### src/rtl/led_sweep_if.sv
// Bus between the LED sweep monitor and its consumer: control and LED sample in,
// decoded position/direction and health flags out.
interface led_sweep_if #(
    parameter int COUNT_W = 16
);
    logic               enable;
    logic               clear;
    logic [7:0]         leds;
    logic [2:0]         pos;
    logic               dir;
    logic               valid;
    logic               bounce;
    logic [COUNT_W-1:0] sweep_count;
    logic               error;
    logic               stall;

    modport master (
        output enable, clear, leds,
        input  pos, dir, valid, bounce, sweep_count, error, stall
    );

    modport slave (
        input  enable, clear, leds,
        output pos, dir, valid, bounce, sweep_count, error, stall
    );
endinterface

### src/rtl/led_sweep_monitor.sv
// Decodes a one-hot "Knight Rider" LED sweep into position/direction and checks
// every step against the legal 7..0..7 bounce sequence.
module led_sweep_monitor #(
    parameter int COUNT_W   = 16,
    parameter int STALL_MAX = 64
) (
    input logic        clk,
    input logic        reset,
    led_sweep_if.slave bus
);
    localparam int SW = $clog2(STALL_MAX + 2);
    localparam logic [SW-1:0] STALL_SAT = SW'(STALL_MAX + 1);

    typedef enum logic [1:0] {IDLE, SYNC, TRACK, FAULT} state_t;

    state_t             state;
    logic [7:0]         leds_q;
    logic [2:0]         pos;
    logic               dir, valid, bounce, error, stall;
    logic [COUNT_W-1:0] sweep_count;
    logic [SW-1:0]      stall_cnt;

    logic          hot, idle_v, same, adj, nd, at_end;
    logic [2:0]    idx;
    logic [3:0]    exp_idx;
    logic [SW-1:0] stall_inc;

    always_comb begin
        idx = '0;
        for (int i = 0; i < 8; i++)
            if (leds_q[i]) idx = i[2:0];
        hot     = $onehot(leds_q);
        idle_v  = (leds_q == 8'h00);
        same    = (leds_q == (8'd1 << pos));
        adj     = hot && (({1'b0, idx} == {1'b0, pos} + 4'd1) ||
                          ({1'b0, idx} + 4'd1 == {1'b0, pos}));
        exp_idx = dir ? {1'b0, pos} + 4'd1 : {1'b0, pos} - 4'd1;
        // In SYNC the direction is inferred from this step; in TRACK it is already known.
        nd      = (state == SYNC) ? (idx > pos) : dir;
        at_end  = (idx == 3'd0 && !nd) || (idx == 3'd7 && nd);
        stall_inc = (stall_cnt == STALL_SAT) ? stall_cnt : stall_cnt + 1'b1;
    end

    always_ff @(posedge clk or negedge reset) begin
        if (!reset) begin
            state       <= IDLE;
            leds_q      <= '0;
            pos         <= '0;
            dir         <= 1'b0;
            valid       <= 1'b0;
            bounce      <= 1'b0;
            sweep_count <= '0;
            error       <= 1'b0;
            stall       <= 1'b0;
            stall_cnt   <= '0;
        end else if (!bus.enable) begin
            bounce <= 1'b0;
        end else begin
            leds_q <= bus.leds;
            bounce <= 1'b0;
            if (bus.clear) begin
                state       <= IDLE;
                valid       <= 1'b0;
                error       <= 1'b0;
                stall       <= 1'b0;
                sweep_count <= '0;
                stall_cnt   <= '0;
            end else begin
                case (state)
                    IDLE: begin
                        if (hot) begin
                            state <= SYNC;
                            pos   <= idx;
                        end else if (!idle_v) begin
                            state <= FAULT;
                            error <= 1'b1;
                        end
                    end
                    SYNC, TRACK: begin
                        if (same) begin
                            if (state == TRACK) begin
                                stall_cnt <= stall_inc;
                                if (STALL_MAX != 0 && stall_inc == STALL_SAT) stall <= 1'b1;
                            end
                        end else if ((state == SYNC) ? adj : (hot && {1'b0, idx} == exp_idx)) begin
                            state     <= TRACK;
                            valid     <= 1'b1;
                            pos       <= idx;
                            dir       <= at_end ? ~nd : nd;
                            bounce    <= at_end;
                            stall_cnt <= '0;
                            if (at_end && sweep_count != '1) sweep_count <= sweep_count + 1'b1;
                        end else if (idle_v) begin
                            state     <= IDLE;
                            valid     <= 1'b0;
                            stall_cnt <= '0;
                        end else begin
                            state     <= FAULT;
                            valid     <= 1'b0;
                            error     <= 1'b1;
                            stall_cnt <= '0;
                        end
                    end
                    FAULT: begin
                        error <= 1'b1;
                        if (idle_v) state <= IDLE;
                    end
                    default: state <= IDLE;
                endcase
            end
        end
    end

    assign bus.pos         = pos;
    assign bus.dir         = dir;
    assign bus.valid       = valid;
    assign bus.bounce      = bounce;
    assign bus.sweep_count = sweep_count;
    assign bus.error       = error;
    assign bus.stall       = stall;
endmodule
### src/flat_wrapper.sv
// flat-port wrapper written by rule: the top's interface ports become plain ports
module led_sweep_monitor_flat 
#(
    parameter int COUNT_W   = 16,
    parameter int STALL_MAX = 64
)
  (clk, reset, bus_enable, bus_clear, bus_leds, bus_pos, bus_dir, bus_valid, bus_bounce, bus_sweep_count, bus_error, bus_stall);
  led_sweep_if #(.COUNT_W(COUNT_W)) bus_i ();
  input logic clk;
  input logic reset;
  input wire logic [$bits(bus_i.enable)-1:0] bus_enable;
  input wire logic [$bits(bus_i.clear)-1:0] bus_clear;
  input wire logic [$bits(bus_i.leds)-1:0] bus_leds;
  output wire logic [$bits(bus_i.pos)-1:0] bus_pos;
  output wire logic [$bits(bus_i.dir)-1:0] bus_dir;
  output wire logic [$bits(bus_i.valid)-1:0] bus_valid;
  output wire logic [$bits(bus_i.bounce)-1:0] bus_bounce;
  output wire logic [$bits(bus_i.sweep_count)-1:0] bus_sweep_count;
  output wire logic [$bits(bus_i.error)-1:0] bus_error;
  output wire logic [$bits(bus_i.stall)-1:0] bus_stall;
  assign bus_i.enable = bus_enable;
  assign bus_i.clear = bus_clear;
  assign bus_i.leds = bus_leds;
  assign bus_pos = bus_i.pos;
  assign bus_dir = bus_i.dir;
  assign bus_valid = bus_i.valid;
  assign bus_bounce = bus_i.bounce;
  assign bus_sweep_count = bus_i.sweep_count;
  assign bus_error = bus_i.error;
  assign bus_stall = bus_i.stall;
  led_sweep_monitor #(.COUNT_W(COUNT_W), .STALL_MAX(STALL_MAX)) u_core (.clk(clk), .reset(reset), .bus(bus_i));
endmodule
### config.mk
export PLATFORM = sky130hd
export DESIGN_NAME = led_sweep_monitor_flat
export DESIGN_NICKNAME = d
export VERILOG_FILES = /design/src/rtl/led_sweep_if.sv /design/src/rtl/led_sweep_monitor.sv /design/src/flat_wrapper.sv
export SDC_FILE = /design/constraint.sdc
export NUM_CORES = 1
export LEC_CHECK = 0
export ABC_AREA = 1
export ABC_CLOCK_PERIOD_IN_PS = 7850
export CAP_MARGIN = 20
export CORE_ASPECT_RATIO = 1.2
export CORE_MARGIN = 3
export CORE_UTILIZATION = 31
export DETAILED_ROUTE_END_ITERATION = 10
export PLACE_DENSITY = 0.52
export SYNTH_ARGS = -nofsm -noshare
export SYNTH_HDL_FRONTEND = slang
export SYNTH_SLANG_ARGS = --single-unit
### constraint.sdc
create_clock -name clk -period 7.85 [get_ports clk]
set_input_delay 1.57 -clock clk [delete_from_list [all_inputs] [get_ports clk]]
set_output_delay 1.57 -clock clk [all_outputs]
set_load 0.02 [all_outputs]
==> results.md, run 1 <==
- Final Cell Area: 3855 µm²
- Most common cell on crit path: fa_1
- Sequential area share after synthesis: approximately a third
- Synthesized area per cell: between 7 and 8 µm²
- Final WL: slightly below 8000 µm
- Post-synthesis mux area share: 0%
- Setup_tns: 0 ps
- Later-pin clock latency in the skew report: around 280 ps
- Share of layout cells above drive strength 1: under 10%
- Via Count: approximately 2,800
- Final setup vio count: 0
- XOR/XNOR share of the synthesized area: 4.612%
- Slowest-stage cell, CP: fa_1
- CTS clk-pin slew, worst paths: around 60 ps
- Sequential cell area: around 1000 µm²
- Die X: slightly below 100 µm
- Fin crit period: approximately 3700 ps
- Status: completed
- Yosys top cell area share: 31.78%
- Filler instances: 1,066
- Fin. max-slew vios: 0
- Slowest cell delay on critical path: approximately 550 ps
- Core Footprint: ~10,000 µm²
- Power per Cell Area: 238.8 nW/µm²
- Synth Area in Simple Gates: a little under a third
- HP Class: flop to flop
- Avg WL per Cell: between 10 and 15 µm
- Nets: 524
- Top cells by area, synth: dfrtp_1, nand2_1, ha_1
- Final worst-path cycle share: 47.12%
- R2R Setup Slk: between 4000 and 5000 ps
- Setup WS pre-CTS: roughly 4000 ps
- GRT Resource Usage Total: between 10 and 15%
- Ys Warns: 0
- Crit path kind: flop to flop
- Cts repair resizes: 0
- 1st-pass router iterations: 4
- CP Max Fanout: 17
- RSZ-0062 raised after global routing: false
- Largest net degree at the start of global routing: between 40 and 50
- Grt ovf: 0
- Chip height: 117.8 µm
- Post-CTS Setup Inserts: 0
- Via/cell ratio: 4.674
- Post-route setup slack: between 4000 and 5000 ps
- CTS buffer count: 5
- Overall power: ~900 µW
- Peak supply drop: ~0.12 mV
- Area after DPL: 3682 µm²
- Global placer's final weighted congestion: approximately 0.81
- Slew headroom: 35.30%
- Die area: between 10,000 and 15,000 µm²
- Synth cell types: 31
- I/O pin count: 36
- Synthesized Nets: between 400 and 500
- Number of diodes: 0
- Post-synth top area cell: dfrtp_1
- Achievable Freq: approximately 0.27 GHz
- Worst hold margin: slightly above 500 ps
- Crit path cell chain: ha_1, fa_1, fa_1, ha_1, inv_1, fa_1, nand4_1, a21oi_4, nand4_4, nand2_4, nand2_1, nand2_1
- Multi-input gate area: between 1500 and 2000 µm²
- Critical Path Source Type: flop
- H-tree depth: 2
- Leak: ~1.9 nW
- Vias in the first global route: ~2,900
- Clock root buffer: clkbuf_16
- Final Skew: a little over 4 ps
- Initial antenna violation count: 0
- PortBufs: 35
- Worst-Margin Slew: ~970 ps
- #FFs+latches synth: 41
- DRC errors left: 0
- Worst Path Required: 8070 ps
- Max Buffers Root-to-Sink: 2
- Largest family of logic cells by synthesized area: simple AND/OR/NAND/NOR gates
- Iter 0 DRT Violations: 123
- First-pass GRT wire length: 13,350 µm
- Hold Fails Final Rpt: 0
- FP Rows: 40
- Cells after Synth: approximately 440
- Post-DRT Antenna Nets: 0
- DP Wirelength: approximately 5800 µm
- Cts hold-fix bufs: 0
- Dpl cells: a little under 600
- Data arrival, critical path: approximately 3900 ps
- Synthesized cell area: 3228 µm²
- CTS tree: built
- Final std cells w/o fill: roughly 600
- Initial Util: about a third
- Core Util, Final: between 30% and 40%
- Synth-to-layout area growth: 19.42%
- Post-synthesis compound-gate area fraction: 9.186%
- CTS Sinks: 41
- Max-cap violations: 0
- Post-synthesis adder-cell area fraction: 15.27%
- Crit end category: flop
## cells in the mapped netlist
cell      count
fa_1          4
nand2_1     118
ha_1         33
nand3b_1      1
o211a_1       1
buf_6         2
nand2_2       2
inv_1        58
and3_1        1
inv_4         1
nor3b_1       2
xor2_1       11
a21oi_4       1
nand4_1       9
xnor2_1       6
inv_2         3
nor2_1       35
buf_4         1
a21oi_1      12
clkbuf_1      5
o22ai_1       4
dfrtp_1      41
or2_2         1
nand2_4       2
o21ai_0      34
o211ai_1      2
nor4_1        1
nand4_4       1
nor2_4        1
nor3_1        8
nand3_1      40
## worst paths after layout
| kind | startpoint | to | depth (start not counted) |
|---|---|---|---|
| min reg2reg | u_core.bus.error | u_core.bus.error | 2 |
| max reg2reg | u_core.leds_q[2] | u_core.bus.sweep_count[0] | 12 |
| max in group asynchronous | reset | u_core.stall_cnt[0] | 1 |
| max | u_core.leds_q[2] | u_core.bus.sweep_count[0] | 12 |
| min in group asynchronous | reset | u_core.leds_q[0] | 1 |
| min | u_core.bus.error | u_core.bus.error | 2 |
## cells by family (layout without fill, tap and decap cells)
group,after synthesis,after routing
adder cells (fa/ha/maj),37,37
XOR/XNOR,17,17
AO/OA/AOI/OAI,54,54
AND/OR/NAND/NOR,222,222
buffers and inverters,70,105
flip-flops,41,41
## cells in the final DEF, fill, tap and decap left out, drive strengths merged
master         instances
a21oi                 13
and3                   1
buf                    1
bufinv                 1
clkbuf                 7
clkdlybuf4s50         34
dfrtp                 41
fa                     4
ha                    33
inv                   62
nand2                122
nand3                 40
nand3b                 1
nand4                 10
nor2                  36
nor3                   8
nor3b                  2
nor4                   1
o211a                  1
o211ai                 2
o21ai                 34
o22ai                  4
or2                    1
xnor2                  6
xor2                  11
## power breakdown
part	total (mW)	internal [mW]	leakage [nW]	switching (mW)
clock network	0.246	0.159	0.0841	0.0868
logic	0.401	0.154	1.28	0.247
registers	0.273	0.232	0.541	0.0410
total	0.921	0.546	1.90	0.375
## sequential cells by signal, indices dropped and copies added (netlist names)
signal / count
u_core.bus.bounce: 1
u_core.state: 2
u_core.stall_cnt: 7
u_core.bus.sweep_count: 16
u_core.bus.dir: 1
u_core.bus.error: 1
u_core.bus.valid: 1
u_core.leds_q: 8
u_core.bus.pos: 3
u_core.bus.stall: 1
## routing by layer
metal  vias to the layer above  global-route usage, %  wire length, µm
met5                         -                      0                0
met4                         0                  4.526              133
met3                         9                  2.490              226
met2                        39                  22.90             3833
met1                      1281                  18.01             3579
li1                       1485                      -                -
## final cells by class
class,instances,share of cell area [%]
Clock buffer,7,3.700
Clock inverter,1,0.7790
Inverter,62,6.102
Multi-Input combinational cell,330,49.76
Sequential cell,41,26.61
Tap cell,126,4.090
Timing Repair Buffer,35,8.958
## critical path, delay by kind of cell, from the launching register on
family,cells,cell delay (ps)
compound gates,1,280
buf+inv,1,40
simple gates,5,990
flops,1,410
fa+ha+maj,5,1900
Note: power is estimated with default switching activity, not from simulation.
==> inputs of run 2 (changes only) <==
- ABC_CLOCK_PERIOD_IN_PS: 7850 -> 3100
- PLACE_DENSITY: 0.52 -> 0.54
- clock period: 7.85 -> 3.1 ns (I/O delays scaled with it)
==> run 2 against run 1 <==
The flow now finishes with violations (setup timing). Die area unchanged. Clock power increased by 100%. Core utilization increased by 3.0 points. Via count is 7.1% higher. Register-to-register slack got worse by 4400 ps. Critical path type unchanged. Critical endpoint unchanged. Largest power group unchanged. Highest routed layer unchanged.
==> results.md, run 2 (same netlist as run 1, synthesis figures left out) <==
- Final worst-path cycle share: 107.2%
- DRC errors left: 0
- Biggest regs: u_core.bus.sweep_count (16), u_core.leds_q (8), u_core.stall_cnt (7)
- Slew headroom: 28.78%
- CTS Sinks: slightly above 40
- H-tree depth: 2
- Iter 0 DRT Violations: 96
- Area after DPL: about 3800 µm²
- Critical Path Source Type: flop
- CP Buf/Inv Count: 2
- Nets: 545
- Final Cell Area: a little over 4000 µm²
- Initial antenna violation count: 0
- Max reg flops: 16
- Largest net degree at the start of global routing: 42
- Number of diodes: 0
- Via/cell ratio: 4.853
- Avg WL per Cell: ~14 µm
- Final setup vio count: 25
- Crit path cell chain: ha_2, fa_1, fa_1, ha_2, inv_2, fa_1, nand4_1, a21oi_4, nand4_4, clkbuf_16, nand3_1, nand2_1
- Post-route setup slack: -224.1 ps
- Die X: about 100 µm
- Data arrival, critical path: roughly 3500 ps
- Clock root buffer: clkbuf_16
- Max Buffers Root-to-Sink: 2
- Failing checks: setup timing
- CP delay by family, top: adder cells
- Overall power: ~2.4 mW
- Global placer's final weighted congestion: approximately 0.8
- Worst r2r dst: u_core.bus.sweep_count[0]
- DP Wirelength: 6092 µm
- Worst Path Required: approximately 3300 ps
- CP Max Fanout: 8
- Final Skew: about 4.7 ps
- Final std cells w/o fill: 621
- Power per Cell Area: about 570 nW/µm²
- R2R Setup Slk: -220 ps
- Worst hold margin: between 150 and 200 ps
- Achievable Freq: approximately 0.3 GHz
- Vias in the first global route: around 3,100
- FP Rows: 40
- CTS buffer count: 5
- Share of layout cells above drive strength 1: between 10% and 20%
- Hold Fails Final Rpt: 0
- RSZ-0062 raised after global routing: true
- Setup WS pre-CTS: -208.6 ps
- Setup_tns: -4504 ps
- Highest-count cells in the layout ignoring fill and taps: nand2_1, inv_1, dfrtp_1
- Via Count: 3,014
- Crit end category: flop
- R2R cell count: 12
- Slowest-stage cell, CP: fa_1
- Post-DRT Antenna Nets: 0
- Slowest cell delay on critical path: roughly 500 ps
- I/O pin count: 36
- Crit path kind: flop to flop
- Most common cell on crit path: fa_1
- Synth-to-layout area growth: 28.84%
- Initial Util: between 30% and 40%
- Chip height: between 100 and 150 µm
- Commonest non-fill, non-tap cell in the layout: nand2_1
- Final WL: ~8400 µm
- Filler instances: 1,051
- Psw: a little over 1 mW
- GRT Resource Usage Total: around 15%
- Worst-Margin Slew: between 1000 and 1500 ps
- Fin. max-slew vios: 0
- Internal power: approximately 1.4 mW
- First-pass GRT wire length: 14,170 µm
- Status: finished, violations left
- Fin crit period: ~3300 ps
- CTS tree: built
- Leak: ~2.0 nW
- Core Footprint: ~10,000 µm²
- Worst reg2reg startpoint: u_core.leds_q[1]
- 1st-pass router iterations: 5
- CTS clk-pin slew, worst paths: around 60 ps
- Multi-input gate area: a little over 2000 µm²
- Comb power frac: approximately half
- Peak supply drop: 0.2521 mV
- Switching Share: between 40% and 50%
- HP Class: primary input to async pin
- PortBufs: 35
- Core Util, Final: between 40 and 50%
- Sequential cell area: 1026 µm²
- Grt ovf: 0
- Most flops, register: u_core.bus.sweep_count
- CP Launch Point: u_core.leds_q[1]
- Dpl cells: 609
- Sequential group share of total power: between 20% and 30%
- Max-cap violations: 0
- Clock power share: around a fifth
- Die area: 11,680 µm²
- Later-pin clock latency in the skew report: 280 ps
## run 2: routing by layer
layer | part of all wire, % | global-route usage (%) | vias up
li1 | - | - | 1528
met1 | 45 | 17.64 | 1431
met2 | 51 | 26.72 | 45
met3 | 3.1 | 2.430 | 10
met4 | 1.3 | 3.843 | 0
met5 | 0 | 0 | -
## run 2: how the worst max path moves through the flow
stage,slack [ps],depth (start not counted),end
3_3_place_gp,-170,11,u_core.bus.dir
4_1_cts,-180,13,u_core.bus.pos[2]
3_5_place_dp,-210,11,u_core.bus.dir
5_1_grt,-380,15,u_core.state[1]
2_1_floorplan,0.3,12,u_core.bus.sweep_count[1]
6_report,-220,12,u_core.bus.sweep_count[0]
## run 2: area by class of cell
class / count / area share (%)
clock buffer: 5 / 3.008
clock inverter: 1 / 0.1203
inverter: 62 / 5.656
multi-input combinational: 330 / 49.46
sequential: 41 / 24.67
tap: 126 / 3.791
timing repair buffer: 56 / 13.30
## run 2: power by group through the flow
| stage | registers [mW] | clock network (mW) | logic, mW |
|---|---|---|---|
| final | 0.699 | 0.493 | 1.19 |
| after global routing | 0.710 | 0.527 | 1.36 |
| after CTS | 0.697 | 0.508 | 1.11 |
| after detailed placement | 0.706 | 0 | 1.07 |
| after global placement | 0.704 | 0 | 1.06 |
| after floorplan | 0.701 | 0 | 0.742 |
## run 2: timing repair
action,in CTS,in global routing
setup endpoints to repair,25,25
pin swaps,4,10
setup buffers,2,2
cloned,0,1
hold buffers,0,0
gates resized for setup,6,35
==> inputs of run 3 (changes only) <==
- ABC_CLOCK_PERIOD_IN_PS: 3100 -> unset
- CAP_MARGIN: 20 -> unset
==> run 3 against run 2 <==
Combinational power barely moved. Non-clock buffer count fell by 1. The flow still finishes with violations (setup timing). Sequential power about the same. Die area unchanged. Largest power group unchanged. Maximum frequency barely moved. Worst setup slack better by 1.2 ps. Critical path type unchanged. Core utilization down 0.20 points. Clock skew about the same. Wire length hardly changed. Register-to-register slack barely moved. Critical path depth did not move.
==> results.md, run 3 (same netlist as run 1, synthesis figures left out) <==
- Most common cell on crit path: fa_1
- Slew headroom: 30.28%
- HP Class: primary input to async pin
- Final Skew: about 5 ps
- Crit path cell chain: ha_2, fa_1, fa_1, ha_2, inv_2, fa_1, nand4_1, a21oi_4, nand4_4, clkbuf_16, nand3_1, nand2_1
- CTS tree: built
- Failing checks: setup timing
- Clock root buffer: clkbuf_16
- Filler instances: around 1,100
- Number of diodes: 0
- DRC errors left: 0
- Share of layout cells above drive strength 1: between 10% and 20%
- Die area: between 10,000 and 15,000 µm²
- Worst-Margin Slew: between 1000 and 1500 ps
- CTS buffer count: 5
- CTS Sinks: ~40
- Leak: approximately 2.0 nW
- Critical Path Source Type: flop
- Post-DRT Antenna Nets: 0
- Worst reg2reg startpoint: u_core.leds_q[1]
- Post-route setup slack: -222.9 ps
- Final Cell Area: about 4100 µm²
- DP Wirelength: about 6100 µm
- Max Buffers Root-to-Sink: 2
- Final worst-path cycle share: 107.2%
- Comb power frac: between 40 and 50%
- Max reg flops: 16
- Final WL: ~8400 µm
- Worst Path Required: roughly 3300 ps
- FP Rows: 40
- Status: finished, violations left
- Via/cell ratio: between 4 and 5
- CP delay by family, top: adder cells
- Synth-to-layout area growth: 28.22%
- Overall power: ~2.4 mW
- Final setup vio count: 25
- Crit path kind: flop to flop
- Cts hold-fix bufs: 0
- Biggest regs: u_core.bus.sweep_count (16), u_core.leds_q (8), u_core.stall_cnt (7)
- GRT Resource Usage Total: about 15%
- I/O pin count: 36
- R2R Setup Slk: -220 ps
- Slowest cell delay on critical path: roughly 500 ps
- First-pass GRT wire length: between 10,000 and 15,000 µm
- Avg WL per Cell: 13.56 µm
- Peak supply drop: roughly 0.25 mV
- Global placer's final weighted congestion: a little over 0.8
- Vias in the first global route: approximately 3,100
- Most flops, register: u_core.bus.sweep_count
- Via Count: 3,019
- Largest net degree at the start of global routing: 42
- Setup_tns: -4488 ps
- Sequential group share of total power: just under 30%
- Switching Share: 42.48%
- Initial Util: around a third
- Hold Fails Final Rpt: 0
- H-tree depth: 2
- Commonest non-fill, non-tap cell in the layout: nand2_1
- Iter 0 DRT Violations: 101
- Worst r2r dst: u_core.bus.sweep_count[0]
- CP Max Fanout: 8
- Fin. max-slew vios: 0
- Die X: between 90 and 100 µm
- Achievable Freq: about 0.30 GHz
- Highest-count cells in the layout ignoring fill and taps: nand2_1, inv_1, dfrtp_1
- Internal power: 1.369 mW
- Psw: between 1 and 1.5 mW
- PortBufs: 35
- Slowest-stage cell, CP: fa_1
- Chip height: around 120 µm
- Data arrival, critical path: ~3500 ps
- R2R cell count: 12
- CP Buf/Inv Count: 2
- Clock power share: 20.7%
- 1st-pass router iterations: 4
- RSZ-0062 raised after global routing: true
- Max-cap violations: 0
- Nets: 544
- Later-pin clock latency in the skew report: 280 ps
- Fin crit period: roughly 3300 ps
- Initial antenna violation count: 0
- Grt ovf: 0
- Crit end category: flop
- Power per Cell Area: 574.9 nW/µm²
- Core Footprint: 10,110 µm²
- CTS clk-pin slew, worst paths: approximately 60 ps
- Area after DPL: 3812 µm²
[run 3: cell types whose count changed in the layout (fill, tap and decap cells not counted)]
cell    delta
buf_12     -1
[run 3: worst max path at each step]
| stage | startpoint | to | slack, ps | cells past startpoint |
|---|---|---|---|---|
| 2_1_floorplan | u_core.leds_q[1] | u_core.bus.sweep_count[1] | 0.3 | 12 |
| 3_3_place_gp | u_core.leds_q[1] | u_core.bus.dir | -170 | 11 |
| 3_5_place_dp | u_core.leds_q[4] | u_core.bus.dir | -210 | 11 |
| 4_1_cts | u_core.leds_q[1] | u_core.bus.pos[2] | -180 | 13 |
| 5_1_grt | u_core.leds_q[0] | u_core.state[1] | -380 | 15 |
| 6_report | u_core.leds_q[1] | u_core.bus.sweep_count[0] | -220 | 12 |
[run 3: worst register-to-register path: stages, from the launching register on]
cell       delay, ps
dfrtp_1          400
ha_2             190
fa_1             490
fa_1             500
ha_2             170
inv_2             30
fa_1             470
nand4_1          150
a21oi_4          230
nand4_4          200
clkbuf_16        230
nand3_1           70
nand2_1           70
[run 3: timing repair]
action,in CTS,in global routing
setup buffers,2,2
resized for setup,6,35
setup endpoints to repair,25,25
gates cloned,0,1
pin swaps,4,10
[run 3: per-stage QoR]
stage / hold WS [ps] / instances / util [%] / setup slack [ps]
after CTS: 529.5 / 617 / 39.37 / -179.7
after detailed placement: 521.0 / 609 / 37.71 / -208.6
after global placement: 509.0 / 609 / 37.71 / -173.4
final: 487.1 / 620 / 40.94 / -222.9
after global routing: 579.3 / 620 / 40.94 / -376.4
after floorplan: 324.4 / 441 / - / 0.3186
[run 3: final cells by class]
class	instances	area, µm²	share of cell area [%]
inverter	62	235.2	5.683
timing repair buffer	55	533.0	12.88
tap	126	157.7	3.809
clock buffer	5	125.1	3.023
clock inverter	1	5.005	0.1209
multi-input combinational	330	2057	49.70
sequential	41	1026	24.79
[run 3: power by group through the flow]
stage | registers [mW] | clock network, mW | logic [mW]
final | 0.699 | 0.493 | 1.19
after CTS | 0.697 | 0.508 | 1.11
after detailed placement | 0.706 | 0 | 1.07
after global placement | 0.704 | 0 | 1.06
after global routing | 0.710 | 0.527 | 1.36
after floorplan | 0.701 | 0 | 0.742
[run 3: routing by layer]
metal,vias to the layer above,GRT usage [%],part of all wire [%]
met5,-,0,0
met1,1435,17.64,44
met2,53,26.72,51
met4,0,3.843,1.3
met3,8,2.430,3.2
li1,1523,-,-
